## src/rtl/core_control_branch_redirect_pkg.sv

```systemverilog
// Shared core control types: pointers, control cycles, decode bundles.
// Used by core_control_branch_redirect and its optional RAS (CORE_BRANCH_RAS_EN).
package core_control_branch_redirect_pkg;

    localparam int PTR_BITS_DEF     = 30;
    localparam int OFFSET_BITS_DEF  = 24;
    localparam int RESET_VECTOR_DEF = 0;

    typedef logic [PTR_BITS_DEF-1:0] ptr;

    typedef enum logic [1:0] {
        IDLE,
        ISSUE,
        EXECUTE,
        WRITEBACK
    } ctrl_cycle;

    typedef struct packed {
        logic branch;
        logic load;
        logic store;
        logic alu;
    } datapath_decode;

    typedef struct packed {
        logic [OFFSET_BITS_DEF-1:0] offset;
        logic                       link;
        logic                       indirect;
        logic                       ret;
    } branch_decode;

endpackage

```

## src/rtl/core_control_branch_ras.sv

```systemverilog
// Circular return-address stack with pop-then-push and registered miss.
// Instantiated only in CORE_BRANCH_RAS_EN builds.
module core_control_branch_ras
    import core_control_branch_redirect_pkg::*;
#(
    parameter int DEPTH = 4,
    parameter int WIDTH = PTR_BITS_DEF
) (
    input  logic             clk,
    input  logic             rst,
    input  logic             push,
    input  logic             pop,
    input  logic [WIDTH-1:0] push_value,
    input  logic [WIDTH-1:0] compare_value,
    output logic             miss
);

    localparam int IDX_W = $clog2(DEPTH);
    localparam int CNT_W = IDX_W + 1;

    logic [WIDTH-1:0] stack [DEPTH];
    logic [IDX_W-1:0] wp;
    logic [CNT_W-1:0] cnt;

    logic             pop_ok;
    logic [IDX_W-1:0] top_idx;
    logic [IDX_W-1:0] base_wp;
    logic [CNT_W-1:0] base_cnt;
    logic [IDX_W-1:0] next_wp;
    logic [CNT_W-1:0] next_cnt;

    // The pop is resolved first so a link-and-return reuses the popped slot.
    always_comb begin
        pop_ok   = pop && (cnt != '0);
        top_idx  = wp - IDX_W'(1);
        base_wp  = wp;
        base_cnt = cnt;
        if (pop_ok) begin
            base_wp  = top_idx;
            base_cnt = cnt - CNT_W'(1);
        end
        next_wp  = base_wp;
        next_cnt = base_cnt;
        if (push) begin
            next_wp  = base_wp + IDX_W'(1);
            next_cnt = (base_cnt == CNT_W'(DEPTH)) ? base_cnt : base_cnt + CNT_W'(1);
        end
    end

    always_ff @(posedge clk) begin
        if (rst) begin
            wp   <= '0;
            cnt  <= '0;
            miss <= 1'b0;
        end else begin
            miss <= pop_ok && (stack[top_idx] != compare_value);
            if (push) begin
                stack[base_wp] <= push_value;
            end
            wp  <= next_wp;
            cnt <= next_cnt;
        end
    end

endmodule

```

## src/rtl/core_control_branch_redirect.sv

```systemverilog
// Issue-stage redirect unit: one registered fetch redirect under valid/ready.
// Optional return-address stack checking enabled by CORE_BRANCH_RAS_EN.
module core_control_branch_redirect
    import core_control_branch_redirect_pkg::*;
#(
    parameter int                  PTR_BITS     = PTR_BITS_DEF,
    parameter int                  OFFSET_BITS  = OFFSET_BITS_DEF,
    parameter logic [PTR_BITS-1:0] RESET_VECTOR = PTR_BITS'(RESET_VECTOR_DEF),
    parameter int                  RAS_DEPTH    = 4
) (
    input  logic                clk,
    input  logic                rst,
    input  ctrl_cycle           next_cycle,
    input  logic                issue,
    input  datapath_decode      dec,
    input  branch_decode        dec_branch,
    input  logic [PTR_BITS-1:0] next_pc_visible,
    input  logic [PTR_BITS-1:0] indirect_target,
    input  logic                vector_valid,
    input  logic [PTR_BITS-1:0] vector_target,
    input  logic                branch_ready,
    output logic                branch,
    output logic [PTR_BITS-1:0] branch_target,
    output logic                stall,
    output logic                ras_miss
);

    logic                          fire;
    logic signed [OFFSET_BITS-1:0] offset;
    logic [PTR_BITS-1:0]           direct_target;
    logic                          src_valid;
    logic [PTR_BITS-1:0]           src_target;
    logic                          unused_bits;

    assign fire          = (next_cycle == ISSUE) && issue;
    assign offset        = dec_branch.offset[OFFSET_BITS-1:0];
    assign direct_target = next_pc_visible + PTR_BITS'(offset);
    assign stall         = branch && !branch_ready;
    assign unused_bits   = ^{dec, dec_branch};

    always_comb begin
        src_valid  = 1'b1;
        src_target = direct_target;
        if (vector_valid) begin
            src_target = vector_target;
        end else if (fire && dec_branch.indirect) begin
            src_target = indirect_target;
        end else if (!(fire && dec.branch)) begin
            src_valid = 1'b0;
        end
    end

    // A new source always replaces whatever is pending.
    always_ff @(posedge clk) begin
        if (rst) begin
            branch        <= 1'b1;
            branch_target <= RESET_VECTOR;
        end else if (src_valid) begin
            branch        <= 1'b1;
            branch_target <= src_target;
        end else if (branch && branch_ready) begin
            branch <= 1'b0;
        end
    end

`ifdef CORE_BRANCH_RAS_EN
    logic ras_op;

    assign ras_op = fire && !vector_valid;

    core_control_branch_ras #(
        .DEPTH (RAS_DEPTH),
        .WIDTH (PTR_BITS)
    ) u_ras (
        .clk           (clk),
        .rst           (rst),
        .push          (ras_op && dec_branch.link),
        .pop           (ras_op && dec_branch.ret),
        .push_value    (next_pc_visible - 1'b1),
        .compare_value (indirect_target),
        .miss          (ras_miss)
    );
`else
    localparam int unused_ras_depth = RAS_DEPTH;

    assign ras_miss = 1'b0;
`endif

endmodule
```

## config.mk

```make
export PLATFORM = sky130hd
export DESIGN_NAME = core_control_branch_redirect
export DESIGN_NICKNAME = d
export VERILOG_FILES = /design/src/rtl/core_control_branch_redirect_pkg.sv /design/src/rtl/core_control_branch_ras.sv /design/src/rtl/core_control_branch_redirect.sv
export SDC_FILE = /design/constraint.sdc
export NUM_CORES = 1
export LEC_CHECK = 0
export BUFFER_PORTS_ARGS = -buffer_cell sky130_fd_sc_hd__buf_4
export CORE_ASPECT_RATIO = 0.9
export CORE_MARGIN = 2
export CORE_UTILIZATION = 40
export DETAILED_ROUTE_END_ITERATION = 6
export PLACE_DENSITY = 0.7
export REMOVE_ABC_BUFFERS = 1
export SETUP_SLACK_MARGIN = 0.5
export SLEW_MARGIN = 10
export SYNTH_ARGS = -nofsm -noshare
export SYNTH_HDL_FRONTEND = slang
export SYNTH_SLANG_ARGS = --single-unit
export TNS_END_PERCENT = 20
```

## constraint.sdc

```tcl
create_clock -name clk -period 8.04 [get_ports clk]
set_clock_uncertainty 0.15 [all_clocks]
set_input_delay 0.804 -clock clk [delete_from_list [all_inputs] [get_ports clk]]
set_output_delay 0.804 -clock clk [all_outputs]
set_load 0.05 [all_outputs]
```

Word-level counts from Yosys, hierarchy flattened
Index checks and enable logic that the tools add are counted.

storage, ports and cells
  bits in registers = 31
  bits of input ports = 128
  output and inout bits = 33
  logic and storage cells = 16

operators by class
  add/sub/neg operators = 1
  equality and inequality tests = 1
  mux-type cells = 5
  reduce and logical (&&, ||, !) cells = 7

operators by type and width
  operator            count
  $mux 30             2
  $add 30x30->30      1
  $logic_and 1x1->1   5
  $mux 1              3
  $eq 2x1->1 const B  1
  $reduce_or 2->1     1
  $logic_not 1->1     1

Longest topological paths before layout
Gate-level depths: netlist of run 1.

  depth in word-level cells = 7
  depth in mapped cells = 9

Worst setup path after synthesis of run 1
OpenSTA, ideal clock, no wires.

  path kind = input-to-reg
  start point = input dec_branch[3] (netlist name)
  end point = register branch_target[28]
  setup time = 0.122 ns
  arrival = 2.937 ns
  slack = 4.831 ns
  cell stages on the path = 8
  path buffers = 0
  cells stage by stage = ha_1 -> fa_1 -> a211oi_1 -> o211ai_2 -> a2111oi_4 -> nor4_1 -> o21a_1 -> a311o_1

on the way
  cells in the longest elaborated chain, start to end = 3

RTL lines
  what                    RTL line                            text
  start: declaration      core_control_branch_redirect.sv:16  input branch_decode dec_branch,
  $add 30x30->30          core_control_branch_redirect.sv:37  assign direct_target = next_pc_visible + PTR_BITS'(offset);
  $mux 30                 core_control_branch_redirect.sv:46  end else if (fire && dec_branch.indirect) begin
  $mux 30                 core_control_branch_redirect.sv:44  if (vector_valid) begin
  end signal: assignment  core_control_branch_redirect.sv:60  branch_target <= src_target;
  end: declaration        core_control_branch_redirect.sv:23  output logic [PTR_BITS-1:0] branch_target,

Every way passes these cells.
A chain may end at the register's enable or synchronous reset.

Worst setup path after layout of run 1
  start point = input dec_branch[3] (netlist name)
  end point = register branch_target[24]

Same word-level chain as after synthesis.

==> reports/results.txt, run 1 <==
Fmax: 290 MHz
Post-CTS resize count: 0
First-pass GRT wire length: 19,000 um
Tcrit/Tclk final: 42.9%
Post-synth EDFFs: 0
Post-synthesis cell type count: 67
Crit path max fanout: 5
Synth area leader: dfxtp_1
Clk_lat worst skew: 280 ps
Total CTS buffers: 5
CTS tree: done
Residual DRC count: 0
Mapped Area: 0.00343 sq mm
WL met1: 5510 um
Startpoint Class: primary input
Synthesis Warnings: 0
Hold Crit Class: reg2reg
Yosys top cell area share: 18.1%
Critical-path cell list: buf_4 > ha_1 > fa_1 > a211oi_1 > o211ai_2 > a2111oi_4 > nor4_1 > or3_1 > a31o_1
Synth Instances: 471
Vias per std cell: 6.03
Register bit total from synthesis: 31
Largest net degree at the start of global routing: 45
Total Wirelength: 12,400 um
Fin. Hold Viols: 0
ANT nets after route: 0
Pwr dens: 125 mW/mm^2
Max-slew headroom: 25.6%
Crit path required time: 8060 ps
Top-level port count: 161
Gr ovfl total: 0
Max Cap Viol: 0
Row cnt: 32
Setup TNS: 0 ps
GPL Wtd Cong: 0.984
RSZ-0062 raised after global routing: false
Final setup vio count: 0
Count leader, synth: a21oi_1
Peak supply drop: 0.0613 mV
Sequential area share after synthesis: 18.1%
Worst Max-Slew Pin Slew: 1110 ps
Ys flop type: dfxtp_1
Core footprint: 0.00845 sq mm
Initial Utilization: 40.6%
Total GRT Usage: 25.3%
Iter 0 DRT Violations: 264
Crit path max-delay cell type: a2111oi_4
Critical Path End Type: flip-flop
CP arrival: 3470 ps
Initial antenna violation count: 0
H-tree depth: 2
Setup bufs post-CTS: 0
Largest delay contributor family on the critical path: compound AO/OA/AOI/OAI gates
IO buf count: 154
Vias in the first global route: 3,865
Root buf cell: clkbuf_8
Synth area leaders: dfxtp_1 18%, ha_1 11%, a21oi_1 8.3%, nand2_1 5.5%, a211oi_1 3.9%
Share of cells above drive strength 1: 28.3%
Avg Cell Area, Syn: 7.28 sq um
N_diodes: 0
Final HPWL DP: 9500 um
Setup Crit Path Kind: in2reg
Outcome: complete, no violations
First-pass iteration count of the detailed router: 5
Via count: 4,338
Top cells by count, synth: 57 x a21oi_1, 50 x nand2_1, 36 x nor2_1, 31 x dfxtp_1, 29 x ha_1
WL met3: 995 um
Hold_ws: 415 ps
Worst-path clk slew: 70 ps
CTS hold repair buffers: 0
Buf/Inv on CP: 1
Layout area overhead: 36.4%
WL/cell: 17.2 um
Die area: 0.00933 sq mm
Nets: 759
Die X: 102 um
Fin. max-slew vios: 0
Min Clock Period, post-route: 3450 ps
Clock tree buffer depth: 2
Total clock sinks: 31
Highest Signal Layer: met4
Die Y: 91.8 um
Async SR Flop Fraction: 0%
Leakage power: 2.04 nW
Met2 wire len: 5710 um
Max incr delay on CP: 520 ps
R2R Setup Slk: 6720 ps
-- cell type report --
class | count | area, sq um
Clock buffer | 6 | 72.6
Fill cell | 833 | 3770
Inverter | 8 | 30.0
Multi-Input combinational cell | 400 | 2640
Sequential cell | 31 | 621
Tap cell | 119 | 149
Timing Repair Buffer | 155 | 1160
-- routing by layer --
layer / GRT usage [%] / up-vias
li1: - / 2070
met1: 36.3 / 2017
met2: 40.1 / 231
met3: 3.05 / 20
met4: 5.86 / 0
met5: 0 / -
-- report_power, final --
part / internal (W) / switching (W)
Clock: 0.0000577 / 0.0000571
Combinational: 0.000123 / 0.000177
Sequential: 0.000164 / 0.00000567
Total: 0.000345 / 0.000240
-- registers in the layout, summed over array words and instances (netlist names) --
signal / flops
branch_target: 30
branch: 1
-- worst register-to-register path, cell delays in order, from the launching register on --
cell      delay (ps)
dfxtp_1          320
a221oi_1         270
nor3_1           110
a211oi_1         240
nand3_1          110
-- layout by cell type (no fill, tap or decap), types with 5 or more instances in the layout --
cell type / Yosys / layout
buf_4: 1 / 155
a21oi_1: 57 / 57
nand2_1: 50 / 50
nor2_1: 36 / 36
dfxtp_1: 31 / 31
ha_1: 29 / 29
o21ai_0: 26 / 26
a211oi_1: 18 / 18
nand3_1: 16 / 16
nor3_1: 13 / 13
o211ai_1: 13 / 13
a21o_1: 10 / 10
or3_1: 10 / 10
and2_1: 8 / 8
inv_1: 7 / 7
and3_1: 7 / 7
xnor2_1: 7 / 7
mux2i_1: 6 / 6
a221oi_1: 5 / 5
clkbuf_8: 0 / 5
-- cell families (layout without fill, tap and decap cells) --
family / after synthesis / count (layout) / share of synthesized area (%)
AOI/OAI and AO/OA: 192 / 192 / 38.7
and+or+nand+nor: 160 / 160 / 22.5
buffers and inverters: 40 / 169 / 4.85
DFF: 31 / 31 / 18.1
adders and majority gates: 30 / 30 / 11.2
xor gates and xnor gates: 11 / 11 / 2.81
muxes: 6 / 6 / 1.75
other: 1 / 1 / 0.109
-- final timing paths --
kind	from	endpoint	cells past startpoint
max	dec_branch[3]	branch_target[24]	9
min	branch_target[2]	branch_target[2]	2
min reg2reg	branch_target[2]	branch_target[2]	2
max reg2reg	branch_target[27]	branch_target[27]	4
-- stage by stage --
stage,std cells,worst slack [ps],area [sq um],util (%),power (W)
floorplan,439,4830,3290,-,0.000354
global placement,713,4390,4610,54.5,0.000464
detailed placement,713,4380,4610,54.5,0.000468
CTS,719,4660,4680,55.4,0.000582
global route,719,4530,4680,55.4,0.000616
finish,719,4590,4680,55.4,0.000585
Power figures use the tool's default switching activity.
==> run 2: changes to the inputs <==
--- a/config.mk
+++ b/config.mk
@@ -10,7 +10,7 @@
 export CORE_MARGIN = 2
 export CORE_UTILIZATION = 40
 export DETAILED_ROUTE_END_ITERATION = 6
-export PLACE_DENSITY = 0.7
+export PLACE_DENSITY = 0.73
 export REMOVE_ABC_BUFFERS = 1
 export SETUP_SLACK_MARGIN = 0.5
 export SLEW_MARGIN = 10
==> constraint.sdc (replaced) <==
create_clock -name clk -period 2.8 [get_ports clk]
set_clock_uncertainty 0.15 [all_clocks]
set_input_delay 0.28 -clock clk [delete_from_list [all_inputs] [get_ports clk]]
set_output_delay 0.28 -clock clk [all_outputs]
set_load 0.05 [all_outputs]
==> run 2 against run 1 <==
Cell area is 8.7% higher. Clock power rose to 4.1 times the previous value. Non-clock buffer count rose by 30. First-iteration DRC count grew 18%. Cell count is 4.5% higher. Global-route usage up 0.69 points. Critical path type unchanged.
==> reports/results.txt, run 2 (synthesized netlist as in run 1, its figures left out) <==
Root buf cell: clkbuf_8
CTS hold repair buffers: 0
Vias per std cell: 5.84
RSZ-0062 raised after global routing: true
Total clock sinks: 31
Crit path required time: 2790 ps
Most used cell, CP: buf_4
Pwr dens: 374 mW/mm^2
Largest delay contributor family on the critical path: compound AO/OA/AOI/OAI gates
Clock share of power: 24.7%
FF+latch area: 621 sq um
Fin. max-slew vios: 0
Layout area overhead: 48.2%
Setup Crit Path Kind: in2reg
Sw frac: 38.7%
Residual DRC count: 0
CP Capture Point: branch_target[23]
Clk_lat worst skew: 280 ps
Critical Path End Type: flip-flop
Total Wirelength: 12,700 um
Gr ovfl total: 0
WL/cell: 17.0 um
N_diodes: 0
Fin. Hold Viols: 0
Buf/Inv on CP: 3
Die X: 102 um
Worst-path clk slew: 70 ps
Clock tree buffer depth: 2
Most flop-heavy register: branch_target
Share of cells above drive strength 1: 34.5%
Crit path max fanout: 3
Min Clock Period, post-route: 2400 ps
Dpl ws: -66.7 ps
ANT nets after route: 0
Top-level port count: 161
FF-to-FF path depth: 4
Highest Signal Layer: met4
Final setup vio count: 0
CP arrival: 2390 ps
Iter 0 DRT Violations: 312
Finished Layout Cells: 751
Hold_ws: 80.9 ps
Leakage power: 2.22 nW
IO buf count: 154
First-pass GRT wire length: 19,700 um
DP Cell Count: 740
Total CTS buffers: 5
Most common cell after layout, fill and taps aside: buf_4
Hold Crit Class: in2reg
Sw power: 0.000736 W
Via count: 4,388
Met2 wire len: 5740 um
Crit path max-delay cell type: a2111oi_0
Row cnt: 32
Worst Max-Slew Pin Slew: 484 ps
Critical-path cell list: buf_6 > ha_4 > buf_4 > a211oi_1 > buf_4 > o211ai_1 > a22oi_1 > a31oi_1 > a2111oi_0 > nor3_1
Internal Power: 0.00117 W
Critical path depth in cells: 10
Vias in the first global route: 4,004
Max-slew headroom: 67.3%
Initial Utilization: 40.6%
WL met3: 897 um
Peak supply drop: 0.203 mV
FILL cells: 759
H-tree depth: 2
Startpoint Class: primary input
Nets: 789
Initial antenna violation count: 0
GPL Wtd Cong: 0.937
Seq pwr share: 25.7%
Multi-input combinational cell area: 0.00277 sq mm
First-pass iteration count of the detailed router: 5
Most frequent cells in the layout: 183 x buf_4, 57 x a21oi_1, 50 x nand2_1
Fmax: 417 MHz
Top Registers: branch_target x30, branch x1
Tcrit/Tclk final: 85.7%
Final HPWL DP: 9950 um
CTS tree: done
Gate power share: 49.5%
Max incr delay on CP: 490 ps
Launch point of the critical path: dec_branch[3]
Total GRT Usage: 26.0%
R2R Setup Slk: 1500 ps
Die area: 0.00933 sq mm
Max Cap Viol: 0
Outcome: complete, no violations
Setup ws final: 402 ps
Die Y: 91.8 um
FF-to-FF Start: branch_target[29]
Largest net degree at the start of global routing: 45
Flip-flop count of the largest register after layout: 30
Worst r2r dst: branch_target[29]
Core footprint: 0.00845 sq mm
WL met1: 5900 um
-- run 2: per-stage QoR --
| step | util, % | setup TNS [ps] | total power (W) | instance area [sq um] |
|---|---|---|---|---|
| 6_report | 60.2 | 0 | 0.00190 | 5080 |
| 3_3_place_gp | 56.9 | -80.7 | 0.00138 | 4810 |
| 2_1_floorplan | - | 0 | 0.00102 | 3290 |
| 3_5_place_dp | 56.9 | -96.7 | 0.00139 | 4810 |
| 4_1_cts | 59.0 | 0 | 0.00187 | 4990 |
| 5_1_grt | 60.2 | 0 | 0.00199 | 5080 |
-- run 2: power by group through the flow --
stage	Sequential, W	Clock, W	Combinational (W)
after floorplan	0.000603	0	0.000414
after global routing	0.000493	0.000490	0.00101
after CTS	0.000489	0.000471	0.000906
final	0.000489	0.000471	0.000942
after global placement	0.000499	0	0.000879
after detailed placement	0.000499	0	0.000890
-- run 2: worst min path at each step --
stage                                  from           endpoint  slack (ps)  cells after the start
after floorplan                         rst  branch_target[12]         200                      1
after global placement     vector_target[1]   branch_target[1]         360                      3
after detailed placement  vector_target[11]  branch_target[11]         370                      3
after CTS                 vector_target[11]  branch_target[11]          80                      3
after global routing      vector_target[11]  branch_target[11]          90                      3
final                     vector_target[11]  branch_target[11]          80                      3
-- run 2: area by class of cell --
class	instances	area share, %
Clock buffer	6	1.62
Clock inverter	2	0.689
Inverter	8	0.591
Multi-Input combinational cell	400	54.5
Sequential cell	31	12.2
Tap cell	119	2.93
Timing Repair Buffer	185	27.5
-- run 2: routing by layer --
layer,track usage (%),up-vias
met5,0,-
met4,6.08,0
li1,-,2127
met1,37.8,2035
met2,40.7,208
met3,2.90,18
-- run 2: repair_timing --
item,CTS,global route
pin swaps,10,7
setup buffers,1,2
resized for setup,11,15
endpoints found under the setup margin,13,15
-- run 2: worst min-delay path, delay by kind of cell --
kind,cells,cell delay (ps)
simple gates,1,60
compound gates,1,60
buf+inv,1,80
